<file path="src/rtl/icache.sv">
// Direct-mapped, one-word-block instruction cache.
// Hits return data in the same cycle. A miss waits in FETCH until memory answers,
// fills the frame, and then goes back to IDLE.
module icache #(
  parameter int unsigned SETS  = 16,
  parameter int unsigned TAG_W = 26
) (
  input  logic        CLK,
  input  logic        nRST,
  input  logic        imemREN,
  input  logic [31:0] imemaddr,
  output logic        ihit,
  output logic [31:0] imemload,
  output logic        iREN,
  output logic [31:0] iaddr,
  input  logic        iwait,
  input  logic [31:0] iload,
  output logic [31:0] hit_count,
  output logic [31:0] miss_count
);

  localparam int unsigned IDX_W = $clog2(SETS);

  typedef enum logic {IDLE, FETCH} state_t;

  state_t            r_state;
  logic [SETS-1:0]   r_valid;
  logic [TAG_W-1:0]  r_tag  [SETS];
  logic [31:0]       r_data [SETS];
  logic [31:0]       r_miss_addr;
  logic [31:0]       r_hit_count;
  logic [31:0]       r_miss_count;

  logic [IDX_W-1:0]  w_idx;
  logic [TAG_W-1:0]  w_tag;
  logic [IDX_W-1:0]  w_fill_idx;
  logic [TAG_W-1:0]  w_fill_tag;
  logic              w_hit;
  logic              w_fill;

  // Address split for the lookup and for the pending fill.
  assign w_idx      = imemaddr[IDX_W+1:2];
  assign w_tag      = imemaddr[31:IDX_W+2];
  assign w_fill_idx = r_miss_addr[IDX_W+1:2];
  assign w_fill_tag = r_miss_addr[31:IDX_W+2];

  // A hit is only possible in IDLE. The fetch stage needs 0-cycle latency, so it
  // is decoded straight from imemaddr.
  assign w_hit  = (r_state == IDLE) && imemREN && r_valid[w_idx] &&
                  (r_tag[w_idx] == w_tag);
  assign w_fill = (r_state == FETCH) && !iwait;

  assign ihit       = w_hit;
  assign imemload   = w_hit ? r_data[w_idx] : 32'd0;
  assign iREN       = (r_state == FETCH);
  assign iaddr      = r_miss_addr;
  assign hit_count  = r_hit_count;
  assign miss_count = r_miss_count;

  // Control FSM, valid bits, miss address latch and the performance counters.
  always_ff @(posedge CLK or negedge nRST) begin
    if (!nRST) begin
      r_state      <= IDLE;
      r_valid      <= '0;
      r_miss_addr  <= 32'd0;
      r_hit_count  <= 32'd0;
      r_miss_count <= 32'd0;
    end else begin
      case (r_state)
        IDLE: begin
          if (imemREN) begin
            if (w_hit) begin
              r_hit_count <= r_hit_count + 32'd1;
            end else begin
              r_miss_addr  <= {imemaddr[31:2], 2'b00};
              r_miss_count <= r_miss_count + 32'd1;
              r_state      <= FETCH;
            end
          end
        end
        FETCH: begin
          // Once started, the memory transaction always runs to completion,
          // even if the fetch address has been redirected in the meantime.
          if (!iwait) begin
            r_valid[w_fill_idx] <= 1'b1;
            r_state             <= IDLE;
          end
        end
        default: r_state <= IDLE;
      endcase
    end
  end

  // Frame tag/data storage. It has no reset because valid gates every read.
  always_ff @(posedge CLK) begin
    if (w_fill) begin
      r_tag[w_fill_idx]  <= w_fill_tag;
      r_data[w_fill_idx] <= iload;
    end
  end

endmodule

</file>
<file path="config.mk">
export PLATFORM = sky130hd
export DESIGN_NAME = icache
export DESIGN_NICKNAME = d
export VERILOG_FILES = /design/src/rtl/icache.sv
export SDC_FILE = /design/constraint.sdc
export NUM_CORES = 1
export LEC_CHECK = 0
export BUFFER_PORTS_ARGS = -buffer_cell sky130_fd_sc_hd__buf_2
export CAP_MARGIN = 20
export CORE_MARGIN = 5
export CORE_UTILIZATION = 55
export CTS_CLUSTER_DIAMETER = 80
export DETAILED_ROUTE_END_ITERATION = 8
export HOLD_SLACK_MARGIN = 0.03
export MAX_ROUTING_LAYER = met4
export PLACE_DENSITY = 0.75
export SLEW_MARGIN = 15
export SYNTH_ARGS = -nofsm -noshare
export SYNTH_HDL_FRONTEND = slang
export SYNTH_SLANG_ARGS = --single-unit
</file>
<file path="constraint.sdc">
create_clock -name CLK -period 5.2 [get_ports CLK]
set_clock_uncertainty 0.1 [all_clocks]
set_input_delay 0.52 -clock CLK [delete_from_list [all_inputs] [get_ports CLK]]
set_output_delay 0.52 -clock CLK [all_outputs]
set_load 0.02 [all_outputs]
</file>
==> qor.yml <==
timing.final.setup_violations: 0
drt.antenna.violating_nets: 0
achievable-frequency_mhz: 213
fp.dieArea_mm2: 0.0793
viasPerCell: 6.27
synthFlopType: "edfxtp_1"
dpl.hpwl_mm: 48.9
gp_congestion: 0.794
timing.critical_path.to_type: "output pin"
grt_pass1_wl_mm: 137
cp.required_ns: 4.58
placedInstanceArea_mm2: 0.0430
synth_seq_cells: 1039
post_synthesis_share_of_cell_area_spent_on_xor_and_xnor_gates_pct: 1.84
worst_slack_ns: 0.514
drive_gt1_share_pct: 32.6
crit_chain: "buf_6 > mux4_2 > a22o_1 > a221oi_1 > xor2_1 > nand4_1 > nor3_2 > nand3_4 > buf_4 > nor2b_1 > buf_2"
layout.cells.most_common: "edfxtp_1"
cts.root.buffer_cell: "clkbuf_16"
portBuffers: 193
placement.setup.worst_slack_ns: 0.467
firstDrtPassIters: 5
cts-root-to-sink-buffers: 3
post_synth_fa_ha_maj_area_fraction_pct: 0.0617
run_status: "completed"
relSlewSlack_pct: 29.1
synth-compound-area-share_pct: 0.790
grt.overflow.total: 0
power_density_mw_per_mm2: 406
multi_input_area_mm2: 0.00954
critical_path.max_fanout: 35
dr_total_vias: 20250
drt_wl_total_mm: 92.6
met2_wirelength_mm: 47.4
post-route-cell-area_mm2: 0.0468
hold_violations: 0
synth_simple_gate_area_share_pct: 3.64
tritoncts.num_buffers: 103
worst_setup_path_start_kind: "primary input"
wire_per_inst_um: 28.7
clk_transition_reported_paths_ns: 0.05
clock_insertion_delay_worst_skew_ns: 0.68
slew_viol_final: 0
gr-usage-all-layers_pct: 24.2
final_nets: 2245
max-vdd-ir-drop_mv: 0.321
tightest_slew_ns: 1.06
timing.critical_path.slowest_stage_cell: "mux4_2"
final_core_util_pct: 64.1
finalSetupTns_ns: 0
drt-initial-drc-count: 1867
post_synthesis_area_per_instance_um2: 21.4
final.period_utilization_pct: 90.1
boundaryPins: 198
synth_cell_types: 53
main_combinational_cell_family_by_area_after_synthesis: "multiplexers"
post-route-drc-count: 0
met1_length_mm: 35.5
fillers: 4733
first_global_vias: 20921
slowest_delay_ns: 0.57
setup.worst_path.class: "primary input to output pin"
path_buf_inv: 3
tritoncts: "built"
syn-cell-area_mm2: 0.0405
initial_utilization_pct: 55.5
die_span_in_y_um: 282
grt_start_max_net_pins: 74
setup_repair_after_global_routing_missed_its_margin: "no"
ys.warnings.count: 0
core-area_mm2: 0.0731
period_needed_ns: 4.69
worst_path_dominant_cell_family: "simple AND/OR/NAND/NOR gates"
synthArstFlopShare_pct: 10.7
area.sequential_mm2: 0.0306
yosysSeqAreaShare_pct: 75.6
die_w_um: 282
timing.hold.worst.class: "primary input to register"
synth_enable_flop_cells: 928
area.growth.synth_to_final_pct: 15.5
p_leak_nw: 16.0
maxcap_viol_count: 0
power.total_w: 0.0190
post_cts.repair.setup_buffers: 0
num_rows: 99
grt_antenna_before_repair: 6
met3_wirelength_mm: 7.42
yosys-mux-area-fraction_pct: 16.8
cts.htree.levels: 3
routed.top_layer: "met4"
commonest_non_fill_non_tap_cells_in_the_layout: "edfxtp_1, mux4_2, buf_2"
synthCells: 1898
clock_sinks: 1039
endpoint_arrival_time_on_the_critical_path_ns: 4.07
==> layer usage <==
layer,track usage [%],vias to the layer above
met4,6.52,0
met5,-,-
met3,4.51,137
met2,39.3,1011
met1,32.3,10737
li1,-,8365
==> kinds of logic after synthesis <==
family / Yosys count
XOR/XNOR: 85
other: 1
flip-flops: 1039
buffers and inverters: 107
adder cells (fa/ha/maj): 2
AND/OR/NAND/NOR: 262
AO/OA/AOI/OAI: 42
multiplexers: 360
==> state kept, by name (all words and copies together), names as in the netlist <==
signal / count
iaddr: 30
miss_count: 32
hit_count: 32
r_data: 512
iREN: 1
r_valid: 16
r_tag: 416
==> power breakdown <==
part           switching [W]  internal, W  leakage [nW]  total, W
clock network        0.00313      0.00465          1.77   0.00778
logic               0.000740     0.000557          4.51   0.00130
registers           0.000339      0.00961          9.77   0.00995
total                0.00421       0.0148          16.0    0.0190
==> worst paths after layout <==
check	from	endpoint	cells after the start	slack, ns
max	imemaddr[4]	imemload[17]	11	0.51
min	imemaddr[10]	iaddr[10]	2	0.07
max reg2reg	r_tag[14][0]	iaddr[7]	11	1.21
min reg2reg	miss_count[31]	miss_count[31]	1	0.36
max in group asynchronous	nRST	iaddr[11]	3	3.39
min in group asynchronous	nRST	iaddr[21]	2	0.47
==> synth_stat cells (all sizes together) (3+ instances only) <==
cell type  number  area, µm²
a211oi          4       30.0
a221oi         11       96.3
a22oi          12       90.1
and2            8       50.1
and3           20        125
and4            5       43.8
buf            63        349
clkbuf         32        120
dfrtp         111       2780
edfxtp        928      27900
inv            11       41.3
mux2           32        360
mux2i          74        741
mux4          254       5720
nand2          33        124
nand2b          5       31.3
nand3          27        140
nand4          27        169
nor2           31        116
nor2b          41        257
nor3           25        130
nor4           10       81.3
o21ai           5       25.0
or2            17        106
or3             3       18.8
xnor2          56        490
xor2           29        254
==> timing repair <==
item,CTS,global route
hold endpoints to repair,86,0
hold buffers,15,0
resized for setup,0,0
==> layout make-up <==
| class | count | share of cell area, % |
|---|---|---|
| Antenna cell | 7 | 0.0374 |
| Clock inverter | 68 | 1.83 |
| Sequential cell | 1039 | 65.4 |
| Clock buffer | 127 | 5.91 |
| Timing Repair Buffer | 266 | 3.77 |
| Inverter | 12 | 0.102 |
| Multi-Input combinational cell | 753 | 20.4 |
| Tap cell | 959 | 2.56 |
==> per-stage QoR <==
stage / hold WS (ns) / instances
floorplan: 0.124 / 1899
global placement: 0.345 / 3013
detailed placement: 0.347 / 3013
CTS: 0.0354 / 3223
global route: 0.0539 / 3230
finish: 0.0652 / 3231
(Power assumes the default switching activity.)
